$ cat config.mk
export PLATFORM = sky130hd
export DESIGN_NAME = fixed_point_square_seq
export DESIGN_NICKNAME = d
export VERILOG_FILES = /design/src/rtl/fxp_pkg.sv /design/src/rtl/fxp_narrow_sat.sv /design/src/rtl/fixed_point_square_seq.sv
export SDC_FILE = /design/constraint.sdc
export NUM_CORES = 1
export LEC_CHECK = 0
export ABC_AREA = 1
export BUFFER_PORTS_ARGS = -buffer_cell sky130_fd_sc_hd__buf_2
export CORE_MARGIN = 2
export CORE_UTILIZATION = 35
export CTS_CLUSTER_DIAMETER = 80
export DETAILED_ROUTE_END_ITERATION = 6
export PLACE_DENSITY = 0.55
export RECOVER_POWER = 25
export SLEW_MARGIN = 20
export SYNTH_ARGS = -nofsm -noshare
export SYNTH_HDL_FRONTEND = slang
export SYNTH_SLANG_ARGS = --single-unit
$ cat constraint.sdc
create_clock -name clk -period 3.36 [get_ports clk]
set_clock_uncertainty 0.15 [all_clocks]
set_input_delay 0.672 -clock clk [delete_from_list [all_inputs] [get_ports clk]]
set_output_delay 0.672 -clock clk [all_outputs]
set_load 0.01 [all_outputs]
$ cat src/rtl/fxp_pkg.sv
// Shared fixed-point package: default operand format, FSM state type and
// counter-width helper. Also imported by the sqrt unit.
package fxp_pkg;

    localparam int FXP_INT_W  = 8;
    localparam int FXP_FRAC_W = 8;

    typedef enum logic [1:0] {
        IDLE = 2'd0,
        CALC = 2'd1,
        DONE = 2'd2
    } fxp_state_e;

    // Ceiling log2; used as clog2(W+1) to size a counter that reaches W.
    function automatic int clog2(input int n);
        int r;
        int v;
        r = 0;
        v = n - 1;
        while (v > 0) begin
            r++;
            v = v >> 1;
        end
        return (r < 1) ? 1 : r;
    endfunction

endpackage

$ cat src/rtl/fxp_narrow_sat.sv
// Combinational Q(2I).(2F) -> Q(I).(F) narrowing with saturation.
// Build option FXP_SQUARE_ROUND_EN: round half-up instead of truncating.
module fxp_narrow_sat
    import fxp_pkg::*;
#(
    parameter int INTEGER_WIDTH  = FXP_INT_W,
    parameter int FRACTION_WIDTH = FXP_FRAC_W,
    localparam int W = INTEGER_WIDTH + FRACTION_WIDTH
) (
    input  logic [2*W-1:0] full,
    output logic [W-1:0]   narrow,
    output logic           ovf
);

    localparam int F = FRACTION_WIDTH;

    logic [W-1:0] cand;
    logic         hi_nz;
    logic [W:0]   rnd;

    assign cand  = full[W+F-1:F];
    assign hi_nz = |full[2*W-1:W+F];

    // Select truncated or rounded candidate; any lost integer bit saturates.
    always_comb begin
`ifdef FXP_SQUARE_ROUND_EN
        rnd = {1'b0, cand} + {{W{1'b0}}, full[F-1]};
        ovf = hi_nz | rnd[W];
        narrow = ovf ? {W{1'b1}} : rnd[W-1:0];
`else
        rnd = {1'b0, cand};
        ovf = hi_nz;
        narrow = ovf ? {W{1'b1}} : cand;
`endif
    end

endmodule

$ cat src/rtl/fixed_point_square_seq.sv
// Iterative unsigned fixed-point squarer: one shift-add step per clock,
// W steps per operand, exact 2W-bit square plus saturated Q(I).(F) copy.
// Build option FXP_SQUARE_ROUND_EN selects round-half-up narrowing.
module fixed_point_square_seq
    import fxp_pkg::*;
#(
    parameter int INTEGER_WIDTH  = FXP_INT_W,
    parameter int FRACTION_WIDTH = FXP_FRAC_W,
    localparam int W = INTEGER_WIDTH + FRACTION_WIDTH
) (
    input  logic           clk,
    input  logic           rst,
    input  logic           in_valid,
    output logic           in_ready,
    input  logic [W-1:0]   num,
    output logic           out_valid,
    input  logic           out_ready,
    output logic [2*W-1:0] sq,
    output logic [W-1:0]   sq_q,
    output logic           ovf
);

    localparam int CW = clog2(W + 1);

    fxp_state_e     state_q, state_d;
    logic [W-1:0]   mcand_q, mcand_d;
    logic [W-1:0]   mplier_q, mplier_d;
    logic [2*W-1:0] acc_q, acc_d;
    logic [CW-1:0]  cnt_q, cnt_d;
    logic [2*W-1:0] res_sq_q, res_sq_d;
    logic [W-1:0]   res_nar_q, res_nar_d;
    logic           res_ovf_q, res_ovf_d;

    logic [2*W-1:0] addend;
    logic [2*W-1:0] acc_sum;
    logic [W-1:0]   nar;
    logic           nar_ovf;

    // Partial product for this step and the running sum it produces.
    assign addend  = mplier_q[0] ? ({{W{1'b0}}, mcand_q} << cnt_q) : '0;
    assign acc_sum = acc_q + addend;

    // Narrow the sum as it stands on the last step so results load directly.
    fxp_narrow_sat #(
        .INTEGER_WIDTH (INTEGER_WIDTH),
        .FRACTION_WIDTH(FRACTION_WIDTH)
    ) u_narrow (
        .full  (acc_sum),
        .narrow(nar),
        .ovf   (nar_ovf)
    );

    // Next-state and datapath control.
    always_comb begin
        state_d   = state_q;
        mcand_d   = mcand_q;
        mplier_d  = mplier_q;
        acc_d     = acc_q;
        cnt_d     = cnt_q;
        res_sq_d  = res_sq_q;
        res_nar_d = res_nar_q;
        res_ovf_d = res_ovf_q;
        case (state_q)
            IDLE: begin
                if (in_valid) begin
                    mcand_d  = num;
                    mplier_d = num;
                    acc_d    = '0;
                    cnt_d    = '0;
                    state_d  = CALC;
                end
            end
            CALC: begin
                acc_d    = acc_sum;
                mplier_d = mplier_q >> 1;
                cnt_d    = cnt_q + CW'(1);
                if (cnt_q == CW'(W - 1)) begin
                    res_sq_d  = acc_sum;
                    res_nar_d = nar;
                    res_ovf_d = nar_ovf;
                    state_d   = DONE;
                end
            end
            DONE: begin
                if (out_ready) state_d = IDLE;
            end
            default: state_d = IDLE;
        endcase
    end

    // State and datapath registers with synchronous reset.
    always_ff @(posedge clk) begin
        if (rst) begin
            state_q   <= IDLE;
            mcand_q   <= '0;
            mplier_q  <= '0;
            acc_q     <= '0;
            cnt_q     <= '0;
            res_sq_q  <= '0;
            res_nar_q <= '0;
            res_ovf_q <= 1'b0;
        end else begin
            state_q   <= state_d;
            mcand_q   <= mcand_d;
            mplier_q  <= mplier_d;
            acc_q     <= acc_d;
            cnt_q     <= cnt_d;
            res_sq_q  <= res_sq_d;
            res_nar_q <= res_nar_d;
            res_ovf_q <= res_ovf_d;
        end
    end

    assign in_ready  = (state_q == IDLE);
    assign out_valid = (state_q == DONE);
    assign sq        = res_sq_q;
    assign sq_q      = res_nar_q;
    assign ovf       = res_ovf_q;

endmodule

Yosys cells after proc, flatten, opt, wreduce, memory -nomap -nowiden
Cells that the tools add are included.
Word-level totals
  register bits after elaboration: 120
Operators by class
  add/subtract/negate cells: 2
  equal/unequal tests: 6
  shifts and indexed selects: 1
  multiplexer cells: 12
  reduce and logical (&&, ||, !) cells: 7
Operators by type and width (number)
  2-to-1 mux 32 bit: 2
  one-hot mux 32 bit (2 select lines): 1
  adder 32 bit: 1
  2-to-1 mux 16 bit: 2
  one-hot mux 16 bit (2 select lines): 1
  << shifter 16 x 5 -> 32 bit: 1
  one-hot mux 5 bit (2 select lines): 1
  OR reduction 8 bit: 1
  2-to-1 mux 2 bit: 3
  one-hot mux 2 bit (3 select lines): 1
  AND reduction 2 bit: 3
  adder 5 x 1 -> 5 bit, second input constant: 1
  == test 5 x 4 -> 1 bit, second input constant: 1
  2-to-1 mux 5 bit: 1
  != test 2 bit, second input constant: 2
  AND reduction 3 bit: 1
  == test 2 x 1 -> 1 bit, second input constant: 1
  == test 2 bit, second input constant: 1
  logical NOT 2 bit: 1
  != test 2 x 1 -> 1 bit, second input constant: 1
  nonzero test 2 bit: 1

Depth between registers and ports, before layout
  depth after elaboration: 5
  mapped depth: 30

Hierarchy
From an unflattened synthesis, not the netlist that was laid out.
Unflattened totals
  cells, all modules: 1193
  area, all modules: 7691.1 µm²
By module, submodules not included
  fixed_point_square_seq: times used 1, cells an instance 1152, area an instance 7522.2 µm²
  fxp_narrow_sat: times used 1, cells an instance 41, area an instance 168.9 µm²

Least setup slack after synthesis
Ideal clock, no wire load.
  path kind: reg-to-reg
  from: register cnt_q[1]
  to: register res_nar_q[10], in the netlist sq_q[10]
  data arrival time: 3.041 ns
  required time: 3.074 ns
  slack: 0.033 ns
  cell stages (with the launch flop): 26
  period minus slack after synthesis: 3.327 ns
  cell sequence: dfxtp_1 > buf_4 > inv_2 > buf_6 > clkbuf_1 > o21ai_0 > inv_1 > o21ai_0 > nor2_1 > a31oi_1 > o22ai_1 > ha_1 > nand2_2 > nor2_2 > and2_1 > and3_1 > nand2_1 > nand2_1 > nand2_1 > nand2_2 > nand2_1 > nor2_2 > nand3_2 > nand2_4 > buf_12 > a21oi_2
Between the ends
  longest elaborated chain between the ends: 5
  elaborated cells between the ends (all ways): 7
  those cells by class: 1 x add/sub; 1 x eq/ne; 1 x shift; 2 x mux; 2 x reduce/logical
Ends and longest elaborated chain
  from (decl): RTL line fixed_point_square_seq.sv:29  | logic [CW-1:0] cnt_q, cnt_d;
  from (signal assigned): RTL line fixed_point_square_seq.sv:107  | cnt_q <= cnt_d;
  << shifter 16 x 5 -> 32 bit: RTL line fixed_point_square_seq.sv:40  | assign addend = mplier_q[0] ? ({{W{1'b0}}, mcand_q} << cnt_q) : '0;
  2-to-1 mux 32 bit: RTL line fixed_point_square_seq.sv:40
  adder 32 bit: RTL line fixed_point_square_seq.sv:41  | assign acc_sum = acc_q + addend;
  OR reduction 8 bit: RTL line fxp_narrow_sat.sv:22  | assign hi_nz = |full[2*W-1:W+F];
  2-to-1 mux 16 bit: RTL line fxp_narrow_sat.sv:33  | narrow = ovf ? {W{1'b1}} : cand;
  to (signal assigned): RTL line fixed_point_square_seq.sv:109  | res_nar_q <= res_nar_d;
  to (decl): RTL line fixed_point_square_seq.sv:31  | logic [W-1:0] res_nar_q, res_nar_d;
Several ways; a longest one is shown, not always the timed one.
A chain may end at the register's enable or synchronous reset.

Worst setup path after layout
  from: register cnt_q[0]
  to: register res_nar_q[14], in the netlist sq_q[14]
Same word-level chain as after synthesis.

==> run_results.csv <==
group,metric,value,unit
timing,finalCritPeriodShare,108,%
detailed_routing,drt_iter0_drc,648,
synthesis,synth_top_area_share,31.1,%
power_and_ir_drop,p_switching,1.08,mW
timing,setup_repair_after_global_routing_missed_its_margin,"true",
placed_design,routabilityCongestion,1.01,
flow_run,max_capacitance_violation_total,0,
setup_path,critPathArrivalTime,3.76,ns
finish,areaGrowthSynthToFinish,58.3,%
setup_path,worst_setup_path_end_kind,"flop",
setup_path,worstReg2RegEnd,"sq_q[14]",
power_and_ir_drop,pwr-share-comb,11.9,%
synthesis,dominantRegCellSynth,"sky130_fd_sc_hd__dfxtp_1",
synthesis,netlist.top_cell.by_area,"sky130_fd_sc_hd__dfxtp_1",
setup_path,setup.worst_path.class,"flop to flop",
floorplanning,fp.dieArea,23200,sq um
setup_path,r2r_setup_slack,-0.26,ns
min_path,hold-path-cell-count,2,
power_and_ir_drop,p_clk_share,49.5,%
floorplanning,design.portCount,71,
synthesis,synth.ff_latch_count,120,
synthesis,synth_enable_flop_cells,0,
clocking,cts.sink_count,120,
timing,layout_setup_ws,-0.262,ns
min_path,timing.hold.worst.class,"flop to flop",
floorplanning,start_util,35.5,%
floorplanning,die_height,152,um
clocking,cts_tree,"done",
detailed_routing,detailedRoute.firstPassIterationCount,5,
synthesis,yosysSeqAreaShare,31.1,%
finish,final_cell_area,12200,sq um
status,failed_checks,"setup timing",
min_path,timing.hold.worst.start,"sq[2]",
setup_path,critPathSlowestCell,"sky130_fd_sc_hd__ha_1",
finish,commonest_non_fill_non_tap_cell_in_the_layout,"sky130_fd_sc_hd__nand2_1",
clocking,path_clk_slew,0.06,ns
finish,n_antenna_cell,0,
detailed_routing,viasPerCell,4.99,
floorplanning,fp-row-count,54,
placed_design,port_buf_inserts,70,
timing,setup_viol_count_final,29,
clocking,cts.htree.levels,4,
power_and_ir_drop,ir_drop,0.347,mV
global_route,global_route_wire_length_before_repair,44.6,mm
setup_path,rr_worst_depth,23,
finish,final_nets,1553,
setup_path,max_stage_delay,0.40,ns
timing,worst_slew_pin_tran,0.750,ns
clocking,max-clock-path-buffers,2,
timing,final_hold_viol_count,0,
detailed_routing,num_vias,8936,
clocking,cts.root.buffer_cell,"sky130_fd_sc_hd__clkbuf_16",
setup_path,crit_start_category,"flop",
synthesis,yosys.area_share.simple,33.9,%
power_and_ir_drop,p_int,2.75,mW
setup_path,worst-path-max-fanout,7,
clocking,insertion_delay,0.43,ns
placed_design,placed_cell_area,9800,sq um
synthesis,syn-num-nets,1258,
synthesis,syn_inst,1204,
detailed_routing,drc,0,
timing,slew_viol_final,0,
clocking,cts-buffers-inserted,17,
synthesis,mean_syn_cell_area,6.41,sq um
setup_path,crit_required,3.50,ns
global_route,overflow,0,
global_route,grt_max_degree,108,
timing,achievable-frequency,276,MHz
floorplanning,die-width,152,um
detailed_routing,routed_wire_length,28.3,mm
synthesis,synth.cell_area,7710,sq um
floorplanning,core_area,21800,sq um
synthesis,yosys.area_share.adder,5.61,%
global_route,grt_use_total,23.6,%
detailed_routing,route.detailed.wl_per_inst,15.8,um
global_route,grt_antenna_before_repair,0,
power_and_ir_drop,p_per_area,313,nW/um^2
status,outcome,"complete, but fails checks",
setup_path,cp_cell_sequence,"buf_8 > inv_8 > buf_4 > nand2_2 > buf_4 > nand3_2 > buf_4 > nand3_2 > a21oi_1 > o21bai_1 > ha_1 > a21oi_1 > nor2_1 > nor2_2 > nand2_1 > a21oi_2 > nand3b_1 > nand2_2 > nand2_2 > nor2_4 > nand3_4 > nand2_4 > a21oi_2",
timing,holdWs,0.313,ns
synthesis,synth-compound-area-share,16.5,%
synthesis,biggest_area_contributors_in_the_synthesized_netlist,"sky130_fd_sc_hd__dfxtp_1, sky130_fd_sc_hd__nand2_1, sky130_fd_sc_hd__a21oi_1",
timing,timing.final.crit_period,3.62,ns
placed_design,place.detailed.hpwl,19.6,mm
synthesis,synth.mux.area_fraction,0.260,%
synthesis,ys.warnings.count,0,
power_and_ir_drop,seq_power_share,38.6,%
synthesis,asr_flop_ratio_synth,0,%
global_route,grt_pass1_vias,8460,
setup_path,startpoint_of_the_worst_slack_reg_to_reg_timing_path,"cnt_q[0]",
finish,final_cell_mix,"sky130_fd_sc_hd__nand2_1, sky130_fd_sc_hd__buf_4, sky130_fd_sc_hd__inv_1",
synthesis,post_synthesis_cell_type_count,46,
min_path,worst_hold_path.endpoint,"sq[2]",
detailed_routing,drt.antenna.violating_nets,0,
timing,max-slew-margin-rel,49.9,%
synthesis,dominant_combinational_cell_family_by_area_after_synthesis,"simple AND/OR/NAND/NOR gates",
finish,drive_above_1_share,42.8,%
power_and_ir_drop,total_leakage_power,5.80,nW
power_and_ir_drop,power_switching_share,28.2,%
synthesis,yosys.area_share.xor_xnor,2.16,%
==> how the worst max path moves through the flow <==
stage	startpoint	to	slack, ns	cells past startpoint
final	cnt_q[0]	sq_q[14]	-0.26	23
after global routing	cnt_q[0]	sq_q[14]	-0.45	23
after global placement	cnt_q[0]	sq_q[3]	-0.65	25
after floorplan	cnt_q[1]	sq_q[10]	0.03	25
after CTS	cnt_q[0]	sq_q[14]	-0.18	23
after detailed placement	cnt_q[0]	sq_q[1]	-0.61	25
==> through the flow <==
stage	setup slack, ns	util (%)	power (mW)	TNS [ns]	instances
floorplan	0.0330	-	1.71	0	1204
global placement	-0.649	45.1	1.87	-17.44	1716
detailed placement	-0.605	45.1	1.87	-15.55	1716
CTS	-0.178	52.3	3.80	-3.38	1779
global route	-0.448	56.1	3.95	-12.18	1792
finish	-0.262	56.1	3.83	-5.12	1792
==> flip-flops by register name (all words and copies together), names as in the netlist <==
signal,cells
sq,32
mcand_q,16
sq_q,16
cnt_q,5
state_q,2
mplier_q,16
ovf,1
acc_q,32
==> per-layer routing <==
layer	up-vias	track usage (%)	share of wire, %
li1	4473	-	-
met1	4208	34.0	48
met2	215	37.1	46
met3	40	3.16	4.5
met4	0	6.48	2.0
met5	-	0	0
==> worst max-delay path, delay by kind of cell, from the launching register on <==
kind,cells,cell delay [ns]
adder cells (fa/ha/maj),1,0.40
buffers and inverters,5,0.54
AO/OA/AOI/OAI,5,0.69
flip-flops,1,0.35
AND/OR/NAND/NOR,12,1.34
==> what timing repair did <==
item	CTS	global route
endpoints found under the setup margin	57	61
hold buffers	0	0
pin swaps	82	53
cloned	3	0
setup buffers	29	13
gates resized for setup	184	174
==> power by group through the flow <==
stage	sequential (mW)	clock, mW	combinational (mW)
2_1_floorplan	1.50	0	0.209
3_3_place_gp	1.50	0	0.364
3_5_place_dp	1.50	0	0.365
4_1_cts	1.47	1.91	0.413
5_1_grt	1.48	1.97	0.497
6_report	1.48	1.90	0.455
==> Yosys cell counts, drive strengths merged, types with 2 or more instances <==
master / instances
nand4: 6
nand2: 446
and3: 2
mux2i: 2
inv: 135
nand3: 70
nor3: 9
buf: 16
xor2: 16
ha: 33
xnor2: 3
or2: 8
clkinv: 3
o21ai: 48
clkbuf: 33
dfxtp: 120
a31oi: 22
o211ai: 5
o22ai: 9
a21oi: 121
nor2: 73
o21bai: 14
a211oi: 3
==> cell families (layout without fill, tap and decap cells) <==
kind of cell,Yosys count,after routing
XOR/XNOR,19,19
flip-flops,120,120
AND/OR/NAND/NOR,616,618
multiplexers,2,2
buffers and inverters,188,494
AO/OA/AOI/OAI,225,225
adder cells (fa/ha/maj),34,34
==> area by class of cell <==
class,instances,area [sq um]
fill,2044,9540
multi-input combinational,898,5970
sequential,120,2400
timing repair buffer,323,2360
inverter,138,528
clock buffer,18,429
tap,280,350
clock inverter,14,165
timing repair inverter,1,6.26
Power figures use the tool's default switching activity.
